**src/rtl/instr_fetch.sv**
```systemverilog
// Instruction fetch front end: drives a 1-cycle-latency instruction memory,
// buffers returned words in a small FIFO and hands them, tagged with their
// word address, to the decode stage over a valid/ready handshake.
module instr_fetch #(
    parameter int                    WIDTH_DATA = 32,
    parameter int                    WIDTH_ADDR = 16,
    parameter logic [WIDTH_ADDR-1:0] RESET_ADDR = '0,
    parameter int                    FIFO_DEPTH = 4
) (
    input  logic                  clk,
    input  logic                  rst,
    output logic                  mem_re,
    output logic [WIDTH_ADDR-1:0] mem_addr,
    input  logic [WIDTH_DATA-1:0] mem_data,
    input  logic                  redirect_valid,
    input  logic [WIDTH_ADDR-1:0] redirect_addr,
    output logic                  out_valid,
    input  logic                  out_ready,
    output logic [WIDTH_DATA-1:0] out_instr,
    output logic [WIDTH_ADDR-1:0] out_addr
);

    localparam int PTR_W = $clog2(FIFO_DEPTH);
    localparam int CNT_W = PTR_W + 1;
    localparam logic [CNT_W-1:0] DEPTH_CNT   = CNT_W'(FIFO_DEPTH);
    localparam logic [CNT_W:0]   DEPTH_CREDIT = (CNT_W + 1)'(FIFO_DEPTH);

    logic [WIDTH_ADDR-1:0] pc;
    logic                  inflight;
    logic [WIDTH_ADDR-1:0] tag_addr;
    logic [PTR_W-1:0]      rd_ptr;
    logic [PTR_W-1:0]      wr_ptr;
    logic [CNT_W-1:0]      count;
    logic [WIDTH_DATA-1:0] fifo_instr [FIFO_DEPTH];
    logic [WIDTH_ADDR-1:0] fifo_addr  [FIFO_DEPTH];

    logic [CNT_W:0] credit_used;
    logic           push;
    logic           pop;

    // Issue, push and pop decisions for this cycle.
    always_comb begin
        // NOTE: every always_comb output gets a default first so no path can
        // leave it unassigned and infer a latch.
        credit_used = '0;
        mem_re      = 1'b0;
        push        = 1'b0;
        pop         = 1'b0;
        // Credit counts buffered plus in-flight words but ignores this
        // cycle's pop, keeping out_ready off the mem_re path.
        credit_used = {1'b0, count} + (CNT_W + 1)'(inflight);
        mem_re      = !rst && !redirect_valid && (credit_used < DEPTH_CREDIT);
        push        = inflight && !rst && !redirect_valid;
        pop         = out_valid && out_ready && !rst && !redirect_valid;
    end

    assign mem_addr  = pc;
    assign out_valid = (count != '0);
    assign out_instr = fifo_instr[rd_ptr];
    assign out_addr  = fifo_addr[rd_ptr];

    // Control state: PC, request tag pipe, FIFO pointers and occupancy.
    always_ff @(posedge clk) begin
        // NOTE: sequential state uses non-blocking assignments only, so every
        // register samples pre-edge values regardless of statement order.
        if (rst) begin
            pc       <= RESET_ADDR;
            inflight <= 1'b0;
            tag_addr <= '0;
            rd_ptr   <= '0;
            wr_ptr   <= '0;
            count    <= '0;
        end else if (redirect_valid) begin
            // Flush: the in-flight return and all buffered words are dropped.
            pc       <= redirect_addr;
            inflight <= 1'b0;
            rd_ptr   <= '0;
            wr_ptr   <= '0;
            count    <= '0;
        end else begin
            if (mem_re) begin
                pc       <= pc + 1'b1;
                inflight <= 1'b1;
                tag_addr <= pc;
            end else begin
                inflight <= 1'b0;
            end
            if (push) wr_ptr <= wr_ptr + 1'b1;
            if (pop)  rd_ptr <= rd_ptr + 1'b1;
            case ({push, pop})
                2'b10:   count <= count + 1'b1;
                2'b01:   count <= count - 1'b1;
                default: count <= count;
            endcase
        end
    end

    // FIFO storage: returned word and its tag address land at the write pointer.
    always_ff @(posedge clk) begin
        // NOTE: storage is deliberately not reset; count gates visibility, so
        // stale contents are never presented.
        if (push) begin
            fifo_instr[wr_ptr] <= mem_data;
            fifo_addr[wr_ptr]  <= tag_addr;
        end
    end

    // Credit must make a push into a full buffer impossible.
    push_never_full: assert property (
        @(posedge clk) disable iff (rst) push |-> (count != DEPTH_CNT)
    );

endmodule

```
**config.mk**
```make
export PLATFORM = sky130hd
export DESIGN_NAME = instr_fetch
export DESIGN_NICKNAME = d
export VERILOG_FILES = /design/src/rtl/instr_fetch.sv
export SDC_FILE = /design/constraint.sdc
export NUM_CORES = 1
export LEC_CHECK = 0
export CORE_UTILIZATION = 30
export DETAILED_ROUTE_END_ITERATION = 10
export DONT_BUFFER_PORTS = 1
export GPL_TIMING_DRIVEN = 1
export PLACE_DENSITY_LB_ADDON = 0.3
export SKIP_CTS_REPAIR_TIMING = 1
export SLEW_MARGIN = 0
export SYNTH_ARGS = -nofsm -noshare
export SYNTH_HDL_FRONTEND = slang
export SYNTH_SLANG_ARGS = --single-unit
export TNS_END_PERCENT = 1
```
**constraint.sdc**
```tcl
create_clock -name clk -period 2.8 [get_ports clk]
set_clock_uncertainty 0.05 [all_clocks]
set_input_delay 0.7 -clock clk [delete_from_list [all_inputs] [get_ports clk]]
set_output_delay 0.7 -clock clk [all_outputs]
set_load 0.03 [all_outputs]
```
==> summary.md <==
| Metric | Value |
|---|---|
| RSZ-0062 raised after global routing | false |
| Setup TNS | 0 ns |
| Clk_lat worst skew | 0.51 ns |
| Clk root buf | clkbuf_16 |
| Synthesized net count | 538 |
| Nets | 569 |
| Area share of the largest cell type after synthesis | 65.3% |
| Post-layout util | 35.5% |
| Area grow syn2layout | 16.1% |
| CTS H-Tree Depth | 1 |
| PwrDens | 683 nW/um^2 |
| Fillcell total | 2745 |
| Die Y | 174 um |
| Layout Cells excl Fill | 912 |
| Number of cell rows | 62 |
| Count leader, synth | edfxtp_1 |
| Vias per std cell | 4.73 |
| Top cells by count, synth | 192 x edfxtp_1, 48 x mux4_2, 43 x nand2_1 |
| Final Wtd Congestion | 0.778 |
| Post-Synthesis Cells | 479 |
| Iter 0 DRT Violations | 219 |
| Slew @ Worst Pin | 0.702 ns |
| Status | complete, no violations |
| Initial antenna violation count | 0 |
| TritonCTS Buffers | 25 |
| DRT antenna net count | 0 |
| Post-Place Cells | 856 |
| FFs w/ async S/R, synth | 0% |
| Inserted Diodes | 0 |
| Core Area | 28900 sq um |
| Yosys warns | 0 |
| Post-route DRC | 0 |
| Largest net degree at the start of global routing | 49 |
| Sequential element share of the synthesized area | 74.8% |
| Gr usage total | 11.6% |
| Met3 wire length | 1440 um |
| Starting Density | 30.6% |
| Dominant cells by area after synthesis | edfxtp_1 65%, mux4_2 12%, dfxtp_1 9.5% |
| Mapped cell area | 8830 sq um |
| Fmax | 381 MHz |
| Cell Area, Placed | 9410 sq um |
| Setup crit start kind | flip-flop |
| CTS clk-pin slew, worst paths | 0.06 ns |
| Final instance area | 10300 sq um |
| Met1 WL | 7070 um |
| Die Footprint | 30100 sq um |
| Worst-path maximum fanout | 13 |
| Final min period | 2.63 ns |
| Synthesized flop and latch total | 234 |
| Synth area leader | edfxtp_1 |
| Rel. slew slack | 52.9% |
| Worst EP arrival | 1.88 ns |
| # setup viols final | 0 |
| DR vias | 4317 |
| P_leak | 3.26 nW |
| Fin crit share | 93.8% |
| Drt first pass iters | 4 |
| Global-route wire length before repair | 27300 um |
| Die W | 174 um |
| Fraction of layout cells with a size suffix above 1 | 22.7% |
| Peak supply drop | 0.000345 V |
| Max clock buf depth | 3 |
| Vias in the first global route | 4679 |
| WL/cell | 18.8 um |
| Pins over their slew limit | 0 |
| I/O pin count | 118 |
| Routed WL | 17100 um |
| Fin. Hold Viols | 0 |
| Post-synth top flop | edfxtp_1 |
| CP required | 2.05 ns |
| Worst Hold Class | in2reg |
| Detailed Place HPWL | 10900 um |
| Number of max-cap violations | 0 |
| # port buffers | 0 |
| Met2 routed WL | 8410 um |
| Post-synth EDFFs | 192 |
| Max layer used | met4 |
| Netlist cell types | 40 |
| Post-Syn Area per Cell | 18.4 sq um |
| CTS sink cnt | 234 |
| TritonCTS clock tree | done |
| Crit. End Element | output pin |
| Critical path class | reg2out |
| GRT overflow | 0 |
## cells in the final DEF (no fill, tap or decap), types with 6 or more instances in the layout
| cell | count |
|---|---|
| clkbuf_16 | 25 |
| a211oi_1 | 7 |
| nand2_1 | 43 |
| dfxtp_1 | 40 |
| a21oi_1 | 21 |
| edfxtp_1 | 192 |
| xor2_1 | 11 |
| buf_12 | 7 |
| inv_1 | 8 |
| mux4_2 | 48 |
| buf_4 | 21 |
| ha_1 | 6 |
| clkbuf_1 | 13 |
| nor2_1 | 22 |
| nand4_1 | 7 |
## critical path: stages (launching register included)
cell     delay, ns
dfxtp_2       0.61
buf_4         0.30
mux4_2        0.46
## cell families after synthesis
kind of cell / share of synthesized area [%]
AO/OA/AOI/OAI: 3.31
XOR/XNOR: 1.29
adder cells (fa/ha/maj): 1.08
buffers and inverters: 1.71
flip-flops: 74.8
multiplexers: 12.5
AND/OR/NAND/NOR: 5.35
## final timing paths
kind,from,endpoint,slack (ns),depth (start not counted)
setup / recovery,flip-flop,out_addr[5],0.17,2
hold / removal,rst,tag_addr[14],0.21,1
setup reg to reg,mem_addr[3],mem_addr[15],0.65,4
hold reg to reg,tag_addr[15],tag_addr[15],0.44,2
## flip-flops by register name, indices dropped and copies added (netlist names), named ones only
signal and cells:
fifo_instr 128, tag_addr 16, wr_ptr 2, count 3, inflight 1, fifo_addr 64
mem_addr 16, rd_ptr 2
## metrics by stage
stage	setup WS, ns	total power (W)	hold slack (ns)
floorplan	-0.0348	0.00404	0.410
global placement	0.476	0.00407	0.434
detailed placement	0.420	0.00408	0.440
CTS	-0.0258	0.00712	0.180
global route	0.0787	0.00728	0.179
finish	0.173	0.00700	0.207
## where the power goes
group          total [W]  switching [W]  internal (W)  leakage (nW)
registers        0.00386      0.0000640       0.00379          2.18
clock network    0.00300        0.00123       0.00177         0.362
logic           0.000144      0.0000953     0.0000489         0.722
total            0.00700        0.00139       0.00562          3.26
## layout make-up
cell class	instances	area, sq um	area share (%)
clock buffer	39	688	6.71
clock inverter	6	57.6	0.561
inverter	10	37.5	0.366
multi-input combinational	211	2080	20.3
sequential	234	6610	64.5
tap	384	480	4.69
timing repair buffer	28	298	2.90
## per-layer routing
metal  up-vias  track usage, %
li1       1959               -
met1      2185            14.5
met2       150            19.5
met3        23            3.77
met4         0            2.85
met5         -               0
Note: power is estimated with default switching activity, not from simulation.
